**config.mk**
```make
export PLATFORM = sky130hd
export DESIGN_NAME = s_des_decrypt_core
export DESIGN_NICKNAME = d
export VERILOG_FILES = /design/src/rtl/s_des_decrypt_core.sv
export SDC_FILE = /design/constraint.sdc
export NUM_CORES = 1
export LEC_CHECK = 0
export CORE_ASPECT_RATIO = 0.6
export CORE_MARGIN = 8
export CORE_UTILIZATION = 55
export DETAILED_ROUTE_END_ITERATION = 8
export DONT_BUFFER_PORTS = 1
export PLACE_DENSITY = 0.83
export SYNTH_ARGS = -nofsm -noshare
export SYNTH_HDL_FRONTEND = slang
export SYNTH_SLANG_ARGS = --single-unit
```
**constraint.sdc**
```tcl
create_clock -name clk -period 3.2 [get_ports clk]
set_input_delay 0.32 -clock clk [delete_from_list [all_inputs] [get_ports clk]]
set_output_delay 0.32 -clock clk [all_outputs]
set_load 0.05 [all_outputs]
```
**src/rtl/s_des_decrypt_core.sv**
```systemverilog
// s_des_decrypt_core: iterative S-DES decryptor with one block in flight.
// A block is accepted in IDLE, takes KEYGEN, FK2 and FK1, and waits in OUT
// until the consumer takes it.
// Optional feature macro: S_DES_KEY_CACHE_EN. When it is defined, a repeated
// key skips KEYGEN and reuses the stored subkeys.
//
// Handshakes: a transfer happens on a rising edge where valid and ready are
// both high. in_ready depends only on the FSM state. out_valid depends only on
// the FSM state, never on out_ready. Once out_valid is high, it and the data
// stay stable until the transfer.
module s_des_decrypt_core #(
   parameter int CNT_W         = 16,
   parameter int ZERO_IDLE_OUT = 0
) (
   input  logic             clk,
   input  logic             reset,
   input  logic             in_valid,
   output logic             in_ready,
   input  logic [7:0]       ciphertext,
   input  logic [9:0]       key,
   input  logic [31:0]      S0,
   input  logic [31:0]      S1,
   output logic             out_valid,
   input  logic             out_ready,
   output logic [7:0]       decryptedtext,
   output logic             busy,
   output logic [CNT_W-1:0] blk_count
);

   typedef enum logic [2:0] {IDLE, KEYGEN, FK2, FK1, OUT} state_t;

   state_t      state, state_d;
   logic        accept;
   logic        hit;
   logic [7:0]  ct_q, k1_q, k2_q, mid_q, dt_q;
   logic [9:0]  key_q;
   logic [31:0] s0_q, s1_q;
   logic [7:0]  ip_ct;
   logic [9:0]  key_p10;

   // Bit b of an S-DES vector (1-based, MSB first) is vec[WIDTH-b].
   function automatic logic [9:0] p10(input logic [9:0] k);
      return {k[7], k[5], k[8], k[3], k[6], k[0], k[9], k[1], k[2], k[4]};
   endfunction

   function automatic logic [7:0] p8(input logic [9:0] k);
      return {k[4], k[7], k[3], k[6], k[2], k[5], k[0], k[1]};
   endfunction

   function automatic logic [4:0] rol1(input logic [4:0] h);
      return {h[3:0], h[4]};
   endfunction

   function automatic logic [4:0] rol3(input logic [4:0] h);
      return {h[1:0], h[4:2]};
   endfunction

   function automatic logic [7:0] ip(input logic [7:0] b);
      return {b[6], b[2], b[5], b[7], b[4], b[0], b[3], b[1]};
   endfunction

   function automatic logic [7:0] ip_inv(input logic [7:0] b);
      return {b[4], b[7], b[5], b[3], b[1], b[6], b[0], b[2]};
   endfunction

   function automatic logic [7:0] ep(input logic [3:0] r);
      return {r[0], r[3], r[2], r[1], r[2], r[1], r[0], r[3]};
   endfunction

   function automatic logic [3:0] p4(input logic [3:0] s);
      return {s[2], s[0], s[1], s[3]};
   endfunction

   // Row is {b1,b4}, column is {b2,b3}; entry row*4+col sits at bits [2i+1:2i].
   function automatic logic [1:0] sbox(input logic [31:0] s, input logic [3:0] x);
      logic [4:0] base;
      base = {x[3], x[0], x[2], x[1], 1'b0};
      return s[base +: 2];
   endfunction

   function automatic logic [3:0] f_round(input logic [3:0] r, input logic [7:0] sk,
                                          input logic [31:0] s0, input logic [31:0] s1);
      logic [7:0] t;
      t = ep(r) ^ sk;
      return p4({sbox(s0, t[7:4]), sbox(s1, t[3:0])});
   endfunction

   assign ip_ct   = ip(ct_q);
   assign key_p10 = p10(key_q);

`ifdef S_DES_KEY_CACHE_EN
   logic cache_vld;
   assign hit = cache_vld && (key == key_q);
`else
   assign hit = 1'b0;
`endif

   // Next-state and handshake decode.
   always_comb begin
      state_d  = state;
      in_ready = 1'b0;
      busy     = 1'b1;
      accept   = 1'b0;
      case (state)
         IDLE: begin
            in_ready = 1'b1;
            busy     = 1'b0;
            if (in_valid) begin
               accept  = 1'b1;
               state_d = hit ? FK2 : KEYGEN;
            end
         end
         KEYGEN:  state_d = FK2;
         FK2:     state_d = FK1;
         FK1:     state_d = OUT;
         OUT:     if (out_ready) state_d = IDLE;
         default: state_d = IDLE;
      endcase
   end

   assign out_valid     = (state == OUT);
   assign decryptedtext = (ZERO_IDLE_OUT != 0 && state != OUT) ? 8'h00 : dt_q;

   // Control registers: state, result, completed-block counter, cache flag.
   always_ff @(posedge clk) begin
      if (reset) begin
         state     <= IDLE;
         dt_q      <= 8'h00;
         blk_count <= '0;
`ifdef S_DES_KEY_CACHE_EN
         cache_vld <= 1'b0;
`endif
      end else begin
         state <= state_d;
         if (state == FK1)
            dt_q <= ip_inv({mid_q[7:4] ^ f_round(mid_q[3:0], k1_q, s0_q, s1_q), mid_q[3:0]});
         if (state == OUT && out_ready)
            blk_count <= blk_count + 1'b1;
`ifdef S_DES_KEY_CACHE_EN
         // Subkeys become stale the moment a new key is captured on a miss.
         if (accept && !hit)
            cache_vld <= 1'b0;
         else if (state == KEYGEN)
            cache_vld <= 1'b1;
`endif
      end
   end

   // Datapath registers: captured inputs, subkeys and the swapped mid-round.
   always_ff @(posedge clk) begin
      if (accept) begin
         ct_q  <= ciphertext;
         key_q <= key;
         s0_q  <= S0;
         s1_q  <= S1;
      end
      if (state == KEYGEN) begin
         k1_q <= p8({rol1(key_p10[9:5]), rol1(key_p10[4:0])});
         k2_q <= p8({rol3(key_p10[9:5]), rol3(key_p10[4:0])});
      end
      if (state == FK2)
         mid_q <= {ip_ct[3:0], ip_ct[7:4] ^ f_round(ip_ct[3:0], k2_q, s0_q, s1_q)};
   end

endmodule

```
# Word-level counts from Yosys, hierarchy flattened
# Cells that the tools add are included.
[word_totals]
register_bits = 133
inputBits = 86
out_inout_bits = 27
elab_cells = 35
[op_classes]
addsub = 1
eq_ne = 6
n_shift = 4
n_mux = 7
n_bitwise = 4
n_reduce_logical = 3
[op_table]
columns = ["cell", "n"]
rows = [
  ["$shiftx A32 B6 Y2", 4],
  ["$add A16 B1 Y16 const B", 1],
  ["$xor A8 B8 Y8", 2],
  ["$pmux W3 S5", 1],
  ["$xor A4 B4 Y4", 2],
  ["$eq A3 B2 Y1 const B", 2],
  ["$mux W3", 2],
  ["$mux W1", 4],
  ["$eq A3 B1 Y1 const B", 1],
  ["$eq A3 B3 Y1 const B", 1],
  ["$logic_not A3 Y1", 1],
  ["$ne A2 B1 Y1 const B", 1],
  ["$ne A2 B2 Y1 const B", 1],
  ["$reduce_and A2 Y1", 1],
  ["$logic_and A1 B1 Y1", 1],
]

# Longest topological paths before layout
[depth]
ltp_word = 3
depth_mapped = 7
mapped_depth_nobuf = 6

# Worst setup path after synthesis
# Ideal clock, no wire load.
[synth_timing]
kind = "register -> register"
from = "register state[0]"
to = "register ct_q[0] (enable)"
setup_time_ps = 449
arrival_ps = 3644
t_required_ps = 2751
path_slack_ps = -893
stages_incl_launch_ff = 4
path_buffers = 1
synth_period_minus_slack_ps = 4093
path_cell_list = "dfxtp_1 buf_6 nor3_1 and2_1"
[synth_between]
elab_chain_len = 2
[synth_rtl]
columns = ["item", "line", "source"]
rows = [
  ["start: declaration", "32", "state_t state, state_d;"],
  ["start signal: assignment", "134", "state <= state_d;"],
  ["$logic_not A3 Y1", "104", "case (state)"],
  ["$mux W1", "104", ""],
  ["via accept", "33", "logic accept;"],
  ["end signal: assignment", "152", "ct_q <= ciphertext;"],
  ["end: declaration", "35", "logic [7:0] ct_q, k1_q, k2_q, mid_q, dt_q;"],
]
# The timed path passes the listed nets, and every way through them passes these cells.
# A chain may end at the register's enable or synchronous reset.

==> out/results.tsv <==
metric	value	unit
die width	144.9	microns
DRC Markers	0	
worst r2r src	k1_q[5]$_DFFE_PP_	
Post-CTS Setup Bufs	0	
Post-DRT Antenna Nets	0	
CTS Buf Count	17	
Final Skew	9.958	ps
antenna violations before repair	0	
hpwl dp	8409	microns
clk slew on worst S/H paths	60	ps
H-tree levels	4	
largest net degree at the start of global routing	43	
most numerous cell in the Yosys netlist	edfxtp_1	
Post-synth EDFFs	100	
period utilisation layout	82.47	%
vias in the first global route	3587	
sequential fraction of the synthesis area	64.61	%
commonest register cell after synthesis	edfxtp_1	
Placer Congestion	0.8608	
Post-synth ARST share	0	%
Lkg Pwr	2.519	nW
die area	13530	sq um
status	complete, no violations	
internal power	0.003505	W
hold path startpoint	in_valid	
maximum fanout along the worst path	8	
Die Ht	93.35	microns
Ant. Diodes	0	
Post-Syn Area	5484	sq um
Starting Density	56.11	%
endpoints failing hold	0	
Layout Area Growth over Synthesis	29.11	%
worst slack, placed	610.0	ps
setup TNS	0	ps
post-cts resize count	0	
vias per std cell	5.785	
leading area contributor after synthesis	edfxtp_1	
Power Dens Cells	661.3	nW/um^2
CTS tree	built	
max_cap viols	0	
Setup Crit Path Kind	reg -> reg	
top post-synthesis cells by area	edfxtp_1 55%, dfxtp_1 9.9%, mux4_1 6.2%	
Post-Syn Instances	332	
synth warn	0	
Worst R2R Setup Slack	560	ps
slack of the critical path	560.9	ps
count of final setup violators	0	
Root Buffer	clkbuf_16	
share of cells above drive strength 1	14.67	%
crit path time final	2639	ps
number of clock sinks	127	
Post-CTS Hold Fix Bufs	83	
Fmax	0.3789	GHz
RSZ-0062 raised after global routing	false	
final wirelength	13190	microns
worst hold-check path type	in -> reg	
Net Sw Power	0.001178	W
Worst Path Required	3350	ps
port bufs	0	
grt total ovfl	0	
initial DRC count	285	
FILL cells	588	
final slew viol count	0	
synth unique cells	40	
Std-Cell Rows	28	
DR vias	3344	
Final Power	0.004683	W
I/O pin count	113	
sequential share of power	43.8	%
crit end category	register	
first-pass GRT wire length	20690	microns
later-pin clock latency in the skew report	410	ps
switching share of power	25.15	%
Post-Syn Nets	419	
power share of the clock group	42.4	%
Avg WL per Cell	22.82	microns
Pre-antenna DRT Iters	4	
critical path launch point type	register	
floorplan core area	9774	sq um
Clock Tree Buf Depth	2	
Layout Nets	517	
R2R depth	6	
VDD IR max	485.2	uV
Hold Path End	state[0]$_SDFFE_PP0P_	
actual slew at the worst max-slew pin	942.1	ps
crit path DAT	2790	ps
slew margin rel.	36.92	%
Avg Cell Area, Syn	16.52	sq um
Comb power frac	13.9	%
top cells by count, synth	100 x edfxtp_1, 27 x dfxtp_1, 25 x xor2_1	
cell depth of the worst min-delay path	2	
Worst R2R End	mid_q[1]$_DFFE_PN_	
post-synth top area share	54.76	%
#FFs+latches synth	127	
gr usage total	20.15	%
## power by group through the flow
stage,combinational (W),sequential (W),clock [W]
floorplan,0.000448,0.00204,0
global placement,0.000526,0.00207,0
detailed placement,0.000542,0.00208,0
CTS,0.000637,0.00205,0.00199
global route,0.000691,0.00206,0.00208
finish,0.000649,0.00205,0.00198
## worst max path at each step
stage	to	slack [ps]	cells after the start	start
2_1_floorplan	ct_q[0]$_DFFE_PP_	450	3	state[0]$_SDFFE_PP0P_
3_3_place_gp	mid_q[3]$_DFFE_PN_	720	6	ct_q[0]$_DFFE_PP_
3_5_place_dp	mid_q[3]$_DFFE_PN_	610	6	ct_q[0]$_DFFE_PP_
4_1_cts	mid_q[1]$_DFFE_PN_	580	6	k1_q[5]$_DFFE_PP_
5_1_grt	mid_q[0]$_DFFE_PN_	430	6	ct_q[0]$_DFFE_PP_
6_report	mid_q[1]$_DFFE_PN_	560	6	k1_q[5]$_DFFE_PP_
## cell families after synthesis
logic type      Yosys count  synth area share [%]
fa+ha+maj                 1                0.2281
simple gates             82                 8.100
buf+inv                  11                 1.551
xor+xnor                 37                 6.320
compound gates           25                 2.875
mux                      49                 16.31
flops                   127                 64.61
## registers in the layout (all words and copies together) (netlist names)
register / count
ct_q: 8
k2_q: 3
decryptedtext: 8
mid_q: 8
s0_q: 32
blk_count: 16
key_q: 10
state: 3
s1_q: 32
k1_q: 7
## routing by layer
metal / wire length, microns / global-route usage (%) / share of wire (%)
met5: 0 / 0 / 0
met4: 114 / 6.266 / 0.86
met3: 1243 / 7.811 / 9.4
met2: 6582 / 33.01 / 50
met1: 5249 / 24.50 / 40
## placed cells by master (no fill, tap or decap), types with 2 or more instances in the layout
| cell | Yosys | routed |
|---|---|---|
| o21ai_0 | 5 | 5 |
| xor2_1 | 25 | 25 |
| edfxtp_1 | 100 | 100 |
| mux2_2 | 4 | 4 |
| clkbuf_16 | 0 | 17 |
| o21ai_1 | 2 | 2 |
| mux4_2 | 15 | 15 |
| mux2i_1 | 17 | 17 |
| mux4_1 | 13 | 13 |
| a31oi_1 | 4 | 4 |
| nor3b_1 | 5 | 4 |
| buf_4 | 0 | 4 |
| a21oi_1 | 4 | 4 |
| and3_1 | 3 | 3 |
| dlygate4sd3_1 | 0 | 83 |
| inv_6 | 0 | 2 |
| a22oi_1 | 2 | 2 |
| clkinvlp_4 | 0 | 2 |
| nand4_1 | 4 | 4 |
| a221o_1 | 2 | 2 |
| o22ai_1 | 4 | 4 |
| nor3_1 | 5 | 4 |
| nor4b_1 | 2 | 2 |
| nor2_1 | 22 | 22 |
| a2111oi_0 | 2 | 2 |
| inv_1 | 2 | 2 |
| xor2_2 | 3 | 3 |
| or3_1 | 3 | 3 |
| xnor2_1 | 9 | 9 |
| and2b_2 | 2 | 2 |
| clkinv_4 | 0 | 5 |
| bufinv_16 | 0 | 3 |
| dfxtp_1 | 27 | 27 |
| nand3_1 | 18 | 18 |
| nand2_1 | 8 | 8 |
| nand3b_1 | 4 | 4 |
## through the flow
step,hold WS (ps),utilization (%),cell area [sq um],std cells
6_report,74.89,72.44,7081,578
5_1_grt,102.3,72.44,7081,578
4_1_cts,60.02,72.44,7081,578
3_5_place_dp,396.3,57.68,5638,463
3_3_place_gp,394.6,57.68,5638,463
2_1_floorplan,400.3,-,5490,332
## cell type report
cell class,instances,area (sq um),area share (%)
flip-flops and latches,127,3543,50.04
multi-input cells,194,1868,26.38
repair buffers,88,880.8,12.44
clock buffers,18,429.2,6.061
clock inverters,14,182.7,2.580
well taps,135,168.9,2.386
inverters,2,7.507,0.1060
## worst max-delay path, stage by stage (launching register included)
cell	delay, ps
edfxtp_1	460
xor2_2	620
mux4_1	660
mux2_2	290
nand2_1	70
o21ai_1	80
xor2_1	170
Note: power is estimated with default switching activity, not from simulation.
